==> src/rtl/ub_ctrl_pkg.sv <==
// ub_ctrl_pkg
//   Shared types and constants for the unified-buffer controller.
//   opcode_t         : instruction opcodes as carried on instr_op
//   ctrl_state_t     : controller sequencing states
//   EXT_DRAIN_CYCLES : cycles spent draining after an EXT strobe
//   BLOCK_BYTES      : bytes moved by one instruction
package ub_ctrl_pkg;

    typedef enum logic [1:0] {
        OP_NOP   = 2'd0,
        OP_LOAD  = 2'd1,
        OP_STORE = 2'd2,
        OP_EXT   = 2'd3
    } opcode_t;

    typedef enum logic [2:0] {
        ST_IDLE,
        ST_LOAD,
        ST_STORE_WAIT,
        ST_EXT_ISSUE,
        ST_EXT_DRAIN
    } ctrl_state_t;

    localparam int unsigned EXT_DRAIN_CYCLES = 5;
    localparam int unsigned BLOCK_BYTES      = 4;

endpackage

==> src/rtl/ub_controller.sv <==
// ub_controller
//   Sequencer owning the unified buffer control pins. Accepts one instruction
//   at a time, drives address and one-hot strobes, waits on accumulator full
//   flags (with timeout) for STORE, and signals completion and errors.
//
//   clk, reset          : clock, asynchronous active-high reset
//   instr_valid/ready   : instruction handshake (ready only in IDLE)
//   instr_op            : 0 NOP, 1 LOAD, 2 STORE, 3 EXT
//   instr_addr          : base byte address of the 4-byte block
//   full_acc1/2         : accumulator full flags
//   ub_addr             : buffer address (held until next accept)
//   ub_load_input/store/ext : buffer strobes, at most one high
//   host_valid          : buffer final_out carries host data this cycle
//   busy                : state is not IDLE
//   done                : one-cycle retire pulse
//   err_addr/err_timeout: one-cycle error pulses, coincident with done
module ub_controller
    import ub_ctrl_pkg::*;
#(
    parameter int unsigned ADDR_W   = 13,
    parameter int unsigned MEM_SIZE = 32,
    parameter int unsigned WAIT_MAX = 255
) (
    input  logic              clk,
    input  logic              reset,
    input  logic              instr_valid,
    output logic              instr_ready,
    input  logic [1:0]        instr_op,
    input  logic [ADDR_W-1:0] instr_addr,
    input  logic              full_acc1,
    input  logic              full_acc2,
    output logic [ADDR_W-1:0] ub_addr,
    output logic              ub_load_input,
    output logic              ub_store,
    output logic              ub_ext,
    output logic              host_valid,
    output logic              busy,
    output logic              done,
    output logic              err_addr,
    output logic              err_timeout
);

    // Shared timeout/drain counter; must also reach EXT_DRAIN_CYCLES-1.
    localparam int unsigned CNT_W = ($clog2(WAIT_MAX + 1) > 3) ? $clog2(WAIT_MAX + 1) : 3;

    localparam logic [CNT_W-1:0]  WAIT_LAST  = CNT_W'(WAIT_MAX - 1);
    localparam logic [CNT_W-1:0]  DRAIN_LAST = CNT_W'(EXT_DRAIN_CYCLES - 1);
    localparam logic [CNT_W-1:0]  DRAIN_DATA = CNT_W'(BLOCK_BYTES);
    localparam logic [ADDR_W-1:0] ADDR_LIMIT = ADDR_W'(MEM_SIZE - BLOCK_BYTES);

    ctrl_state_t       state_q, state_d;
    logic [ADDR_W-1:0] addr_q, addr_d;
    logic [CNT_W-1:0]  cnt_q, cnt_d;
    logic              load_q, load_d;
    logic              store_q, store_d;
    logic              ext_q, ext_d;
    logic              hv_q, hv_d;
    logic              done_q, done_d;
    logic              erra_q, erra_d;
    logic              errt_q, errt_d;

    always_comb begin
        state_d = state_q;
        addr_d  = addr_q;
        cnt_d   = cnt_q;
        load_d  = 1'b0;
        store_d = 1'b0;
        ext_d   = 1'b0;
        hv_d    = 1'b0;
        done_d  = 1'b0;
        erra_d  = 1'b0;
        errt_d  = 1'b0;

        case (state_q)
            ST_IDLE: begin
                if (instr_valid) begin
                    addr_d = instr_addr;
                    if (instr_addr > ADDR_LIMIT) begin
                        done_d = 1'b1;
                        erra_d = 1'b1;
                    end else begin
                        case (opcode_t'(instr_op))
                            OP_NOP: done_d = 1'b1;
                            OP_LOAD: begin
                                state_d = ST_LOAD;
                                load_d  = 1'b1;
                            end
                            OP_STORE: begin
                                state_d = ST_STORE_WAIT;
                                store_d = 1'b1;
                                cnt_d   = '0;
                            end
                            OP_EXT: begin
                                state_d = ST_EXT_ISSUE;
                                ext_d   = 1'b1;
                            end
                            default: state_d = ST_IDLE;
                        endcase
                    end
                end
            end

            ST_LOAD: begin
                state_d = ST_IDLE;
                done_d  = 1'b1;
            end

            // Flags win over a timeout landing on the same edge.
            ST_STORE_WAIT: begin
                if (full_acc1 && full_acc2) begin
                    state_d = ST_IDLE;
                    done_d  = 1'b1;
                end else if (cnt_q == WAIT_LAST) begin
                    state_d = ST_IDLE;
                    done_d  = 1'b1;
                    errt_d  = 1'b1;
                end else begin
                    store_d = 1'b1;
                    cnt_d   = cnt_q + CNT_W'(1);
                end
            end

            ST_EXT_ISSUE: begin
                state_d = ST_EXT_DRAIN;
                cnt_d   = '0;
            end

            // First BLOCK_BYTES drain cycles produce host data one cycle later.
            ST_EXT_DRAIN: begin
                hv_d = (cnt_q < DRAIN_DATA);
                if (cnt_q == DRAIN_LAST) begin
                    state_d = ST_IDLE;
                    done_d  = 1'b1;
                end else begin
                    cnt_d = cnt_q + CNT_W'(1);
                end
            end

            default: state_d = ST_IDLE;
        endcase
    end

    always_ff @(posedge clk or posedge reset) begin
        if (reset) begin
            state_q <= ST_IDLE;
            addr_q  <= '0;
            cnt_q   <= '0;
            load_q  <= 1'b0;
            store_q <= 1'b0;
            ext_q   <= 1'b0;
            hv_q    <= 1'b0;
            done_q  <= 1'b0;
            erra_q  <= 1'b0;
            errt_q  <= 1'b0;
        end else begin
            state_q <= state_d;
            addr_q  <= addr_d;
            cnt_q   <= cnt_d;
            load_q  <= load_d;
            store_q <= store_d;
            ext_q   <= ext_d;
            hv_q    <= hv_d;
            done_q  <= done_d;
            erra_q  <= erra_d;
            errt_q  <= errt_d;
        end
    end

    assign instr_ready   = (state_q == ST_IDLE);
    assign busy          = (state_q != ST_IDLE);
    assign ub_addr       = addr_q;
    assign ub_load_input = load_q;
    assign ub_store      = store_q;
    assign ub_ext        = ext_q;
    assign host_valid    = hv_q;
    assign done          = done_q;
    assign err_addr      = erra_q;
    assign err_timeout   = errt_q;

endmodule

==> config.mk <==
export PLATFORM = sky130hd
export DESIGN_NAME = ub_controller
export DESIGN_NICKNAME = d
export VERILOG_FILES = /design/src/rtl/ub_ctrl_pkg.sv /design/src/rtl/ub_controller.sv
export SDC_FILE = /design/constraint.sdc
export NUM_CORES = 1
export LEC_CHECK = 0
export CAP_MARGIN = 10
export CORE_AREA = 8 8 67 69
export CTS_BUF_LIST = sky130_fd_sc_hd__clkbuf_16
export DETAILED_ROUTE_END_ITERATION = 6
export DIE_AREA = 0 0 75 77
export PLACE_DENSITY = 0.85
export SYNTH_ARGS = -nofsm -noshare
export SYNTH_HDL_FRONTEND = slang
export SYNTH_SLANG_ARGS = --single-unit
==> constraint.sdc <==
create_clock -name clk -period 1.89 [get_ports clk]
set_input_delay 0.2835 -clock clk [delete_from_list [all_inputs] [get_ports clk]]
set_output_delay 0.2835 -clock clk [all_outputs]
set_load 0.05 [all_outputs]
==> metrics.txt, run 1 <==
outcome completed; Pint 1.482 mW; cell count after placement 235; Fin. Hold Viols 0; gr usage total 0.1491; synthesis-stage register bit count 31; Power per Cell Area 834.5 mW/mm²; FMAX 0.5445 GHz; Switching Share 0.2603; gr ovfl total 0; top cells by area, synth dfrtp_1, mux2_2, ha_1, o31ai_2, and3_1; Worst Hold Class in2async; Seq pwr share 0.366; asr flop ratio synth 1.000; Final Setup Violations 0; antenna violations before repair 0; Die Wd 75 µm; CP Cell Sequence clkdlybuf4s50_1, o2111ai_1, and3_2, a221oi_4, nor3_2, mux2i_1; starting density of the core 0.4542; CTS max path bufs 2; placed inst area 0.002186 mm²; core box area 0.003496 mm²; most common cell after layout, fill and taps aside clkdlybuf4s50_1; Mean Syn Cell Area 11.67 µm²; FF-to-FF path depth 6; post-route insts no fill 243; I/O pins 42; Crit Path Category in2reg; fin area 0.002401 mm²; critical path's top delay family compound AO/OA/AOI/OAI gates; Worst path slowest cell clkdlybuf4s50_1; crit share post-route 0.9717; largest net degree at the start of global routing 32; Final WS setup 53.52 ps; highest cell delay on the worst timing path 500 ps; crit start category primary input; peak supply drop 0.3972 mV; Worst Path Buf+Inv 1; final slew viol count 0; fraction of layout cells with a size suffix above 1 0.2974; CP Capture Type register; FP Rows 22; most frequent cells in the layout clkdlybuf4s50_1, dfrtp_1, buf_4; cell taking the most area after synthesis dfrtp_1; Clock power frac 0.443; Clock Skews 6.341 ps; CTS Root Cell clkbuf_16; TritonCTS buffer count 5; via count 1322; clk sink count 31; Area growth, synth to finish 51.22%; Fillers 231; DP Worst Slack -301.4 ps; worst-skew pair later-pin latency 280 ps; Syn Std Cell Area 0.001588 mm²; I/O Buffers 41; Antenna Nets Post-Route 0; number of synthesized flops with an enable pin 0; prevailing post-synth register cell dfrtp_1; sequential-to-total area share from yosys stat 0.4886; DRT iter0 DRCs 72; crit path time final 1836 ps; final net count 221; hold buffers post-CTS 0; Stages on worst setup path 6; die height 77 µm; Worst-Margin Slew 520.9 ps; Die Area 0.005775 mm²; WP data required 2040 ps; Ys Warns 0; drt wl/cell 17.93 µm; Post-Syn Nets 163; vias in the first global route 1372; maxcap violations 0; drt pass-1 iters 4; GPL Wtd Cong 0.8641; Cell variety after synth 37; Via density 5.440; max_slew headroom 0.6516; clock transition at the registers of the reported paths 50 ps; crit-path max FO 7; Post-Syn Instances 136; post-synth top area share 0.4886; Logic pwr share 0.191; DP Wirelength 3155 µm; Tot Pwr 2.004 mW; Antenna Cells 0; H-tree depth 2; clock tree from TritonCTS built; Post-route DRC 0; final WL 4357 µm; P_sw 521.6 µW; leak pwr 1.061 nW; first-pass GRT wire length 6651 µm; critical path arrival 1980 ps
worst reg2reg max path: stages, from the launching register on:
cell and delay (ps):
dfrtp_1 530, nor2_1 160, nand2_1 140, a21oi_4 50, or3_1 420, buf_4 170
o31ai_2 220
worst paths after layout:
path                               startpoint         end  slack, ps
worst max-delay path            instr_addr[4]    cnt_q[1]         50
worst min-delay path                    reset  ub_addr[0]        410
worst max register to register     state_q[2]    cnt_q[7]         90
worst min register to register     ub_addr[2]  ub_addr[2]        510
max in group asynchronous               reset    cnt_q[1]       1190
min in group clk                   ub_addr[2]  ub_addr[2]        510
flip-flops by register name (all words and copies together), names as in the netlist:
signal         count
ub_load_input      1
err_timeout        1
ub_ext             1
ub_store           1
host_valid         1
state_q            3
done               1
cnt_q              8
err_addr           1
ub_addr           13
metal layers:
layer / GRT usage / up-vias / wire length, µm
li1: - / 615 / -
met1: 0.1771 / 645 / 1811
met2: 0.2344 / 53 / 2058
met3: 0.04161 / 9 / 396
met4: 0.07647 / 0 / 90
met5: 0 / - / 0
repair_timing:
item,CTS,global route
pin swaps,0,2
setup endpoints to repair,1,8
gates resized for setup,1,8
setup buffers,0,0
cells by family (layout without fill, tap and decap cells):
logic type	count (synthesis)	count (layout)	share of synthesized area
AOI/OAI and AO/OA	23	23	0.1269
xor gates and xnor gates	1	1	0.005517
adders and majority gates	7	7	0.05516
buffers and inverters	11	70	0.03861
DFF	31	31	0.4886
muxes	15	15	0.1048
and+or+nand+nor	48	48	0.1805
synthesized netlist by cell type, drive strengths merged (3+ instances only):
master,instances
nor3,4
nor2,8
nand2,7
inv,6
nor2b,4
and3,6
nand2b,3
mux2,13
o31ai,10
nand3,5
nor4,3
ha,7
buf,4
a21oi,4
dfrtp,31
per-stage QoR:
step | setup TNS, ps | hold slack, ps | utilization
2_1_floorplan | -60.52 | 387.0 | -
3_3_place_gp | -1173 | 488.9 | 0.6253
3_5_place_dp | -1843 | 498.7 | 0.6253
4_1_cts | 0 | 421.4 | 0.6754
5_1_grt | -29.16 | 451.1 | 0.6868
6_report | 0 | 408.2 | 0.6868
power groups by stage:
stage               Clock (mW)  Sequential [mW]  Combinational, mW
global route             0.929            0.736              0.404
CTS                      0.894            0.732              0.379
detailed placement           0            0.742              0.377
finish                   0.889            0.733              0.383
floorplan                    0            0.851              0.111
global placement             0            0.737              0.364
layout make-up:
cell class                 count  area (µm²)  area share
timing repair buffer          56       543.0      0.2262
tap                           48       60.06     0.02501
clock inverter                 3       38.79     0.01615
inverter                       6       22.52    0.009380
multi-input combinational     94       835.8      0.3481
sequential                    31       775.7      0.3231
clock buffer                   5       125.1     0.05211
Power figures use the tool's default switching activity.
==> inputs of run 2 (changes only) <==
Settings changed: SETUP_SLACK_MARGIN from default to 0.2.
==> run 2 against run 1 <==
Effect of this change:
- clock skew grew 1.7 ps
- sequential share of layout area shrank 1.7 points
- die area did not move
- critical path type unchanged
- final cell count increased by 2.9%
- sequential power down 0.8%
- largest cell class unchanged
- clock power increased by 1%
- register-to-register slack better by 120 ps
- worst hold slack got worse by 97 ps
- sequential cell count unchanged
- first-iteration DRC count increased by 51%
==> metrics.txt, run 2 (synthesized netlist as in run 1, its figures left out) <==
outcome completed (unchanged); Final Setup Violations 0 (unchanged); vias in the first global route 1474 (was 1372); gr ovfl total 0 (unchanged); fraction of layout cells with a size suffix above 1 0.3911 (was 0.2974); worst-skew pair later-pin latency 280 ps (about the same); RR Startpoint state_q[1] (was state_q[2]); CTS Root Cell clkbuf_16 (unchanged); gr usage total 0.1640 (was 0.1491); placed inst area 0.002208 mm² (was 0.002186 mm²); clock transition at the registers of the reported paths 60 ps (was 50 ps); Fillers 194 (was 231); Antenna Cells 0 (unchanged); Worst-Margin Slew 556.7 ps (was 520.9 ps); drt pass-1 iters 4 (unchanged); Post-Route Setup TNS 0 ps (unchanged); Crit Path Category in2reg (unchanged); most common cell after layout, fill and taps aside dfrtp_1 (was clkdlybuf4s50_1); maxcap violations 0 (unchanged); final WL 5144 µm (was 4357 µm); FP Rows 22 (unchanged); hold buffers post-CTS 0 (unchanged); final net count 228 (was 221); RSZ-0062 raised after global routing yes; Via density 5.724 (was 5.440); hold_sp instr_addr[1]; Antenna Nets Post-Route 0 (unchanged); CTS max path bufs 2 (unchanged); Die Wd 75 µm (unchanged); FF-to-FF path depth 4 (was 6); drt wl/cell 20.58 µm (was 17.93 µm); peak supply drop 0.6275 mV (was 0.3972 mV); WP data required 2040 ps (about the same); crit share post-route 0.8932 (was 0.9717); FMAX 0.5923 GHz (was 0.5445 GHz); via count 1431 (was 1322); Die Area 0.005775 mm² (unchanged); TritonCTS buffer count 5 (unchanged); leak pwr 1.298 nW (was 1.061 nW); Fin. Hold Viols 0 (unchanged); fin area 0.002551 mm² (was 0.002401 mm²); Cells on Worst Hold Path 2; Worst Hold Endpoint ub_addr[1]; DP Wirelength 3105 µm (was 3155 µm); crit path time final 1688 ps (was 1836 ps); crit-path max FO 7 (unchanged); hold slack 311.3 ps (was 408.2 ps); GPL Wtd Cong 0.8192 (was 0.8641); Clock Skews 8.080 ps (was 6.341 ps); I/O Buffers 41 (unchanged); number of flip-flops in the largest register 13 (unchanged); DRT iter0 DRCs 109 (was 72); die height 77 µm (unchanged); most frequent cells in the layout dfrtp_1, buf_4, dlygate4sd2_1 (was clkdlybuf4s50_1, dfrtp_1, buf_4); Power per Cell Area 788.6 mW/mm² (was 834.5 mW/mm²); DP Worst Slack -278.4 ps (was -301.4 ps); starting density of the core 0.4542 (unchanged); Area growth, synth to finish 60.68% (was 51.22%); Final WS setup 201.8 ps (was 53.52 ps); R2R setup slack 210 ps (was 90 ps); crit start category primary input (unchanged); clock tree from TritonCTS built (unchanged); clk sink count 31 (unchanged); CP Capture Type register (unchanged); antenna violations before repair 0 (unchanged); I/O pins 42 (unchanged); max_slew headroom 0.6289 (was 0.6516); final slew viol count 0 (unchanged); Post-route DRC 0 (unchanged); largest net degree at the start of global routing 32 (unchanged); first-pass GRT wire length 7162 µm (was 6651 µm); critical path arrival 1840 ps (was 1980 ps); FF-to-FF End ub_addr[11] (was cnt_q[7]); H-tree depth 2 (unchanged); core box area 0.003496 mm² (unchanged); Worst Hold Class in2reg (was in2async)
## run 2: timing repair
action / in CTS / in global routing
pin swaps: 5 / 10
setup buffers: 1 / 3
endpoints found under the setup margin: 26 / 10
endpoints found under the hold margin: 0 / 0
gates resized for setup: 31 / 31
## run 2: layout make-up
class,count,area (µm²),share of cell area
Inverter,6,22.52,0.008828
Multi-Input combinational cell,94,905.9,0.3551
Tap cell,48,60.06,0.02354
Timing Repair Buffer,63,616.8,0.2418
Clock inverter,3,38.79,0.01520
Clock buffer,5,125.1,0.04904
Sequential cell,31,782.0,0.3065
## run 2: worst max path at each step
| stage | startpoint | to | slack (ps) |
|---|---|---|---|
| final | instr_addr[11] | cnt_q[3] | 200 |
| after global routing | instr_addr[11] | cnt_q[3] | 140 |
| after CTS | instr_addr[11] | cnt_q[3] | 180 |
| after detailed placement | instr_op[0] | cnt_q[1] | -280 |
| after global placement | instr_op[0] | cnt_q[1] | -210 |
| after floorplan | state_q[1] | ub_addr[12] | -10 |
## run 2: per-stage QoR
step                      cells  power, mW    util
after detailed placement    238      1.122  0.6317
after floorplan             136     0.9612       -
after CTS                   247      1.998  0.6918
final                       250      2.012  0.7298
after global placement      238      1.108  0.6317
after global routing        250      2.086  0.7298
## run 2: power breakdown
part           leakage [nW]  total, mW  internal, mW  switching (mW)
registers             0.381      0.727         0.705          0.0224
logic                 0.836      0.385         0.148           0.236
clock network        0.0812      0.900         0.613           0.287
## run 2: routing by layer
metal	GRT usage	part of all wire
met1	0.1652	0.38
met2	0.2958	0.52
met3	0.05202	0.072
met4	0.06275	0.022
met5	0	0
## run 2: critical path: stages
cell and delay (ps):
clkdlybuf4s50_1 430, nor4_2 200, and3_4 250, a221oi_4 120
o41ai_4 430, o31ai_4 120
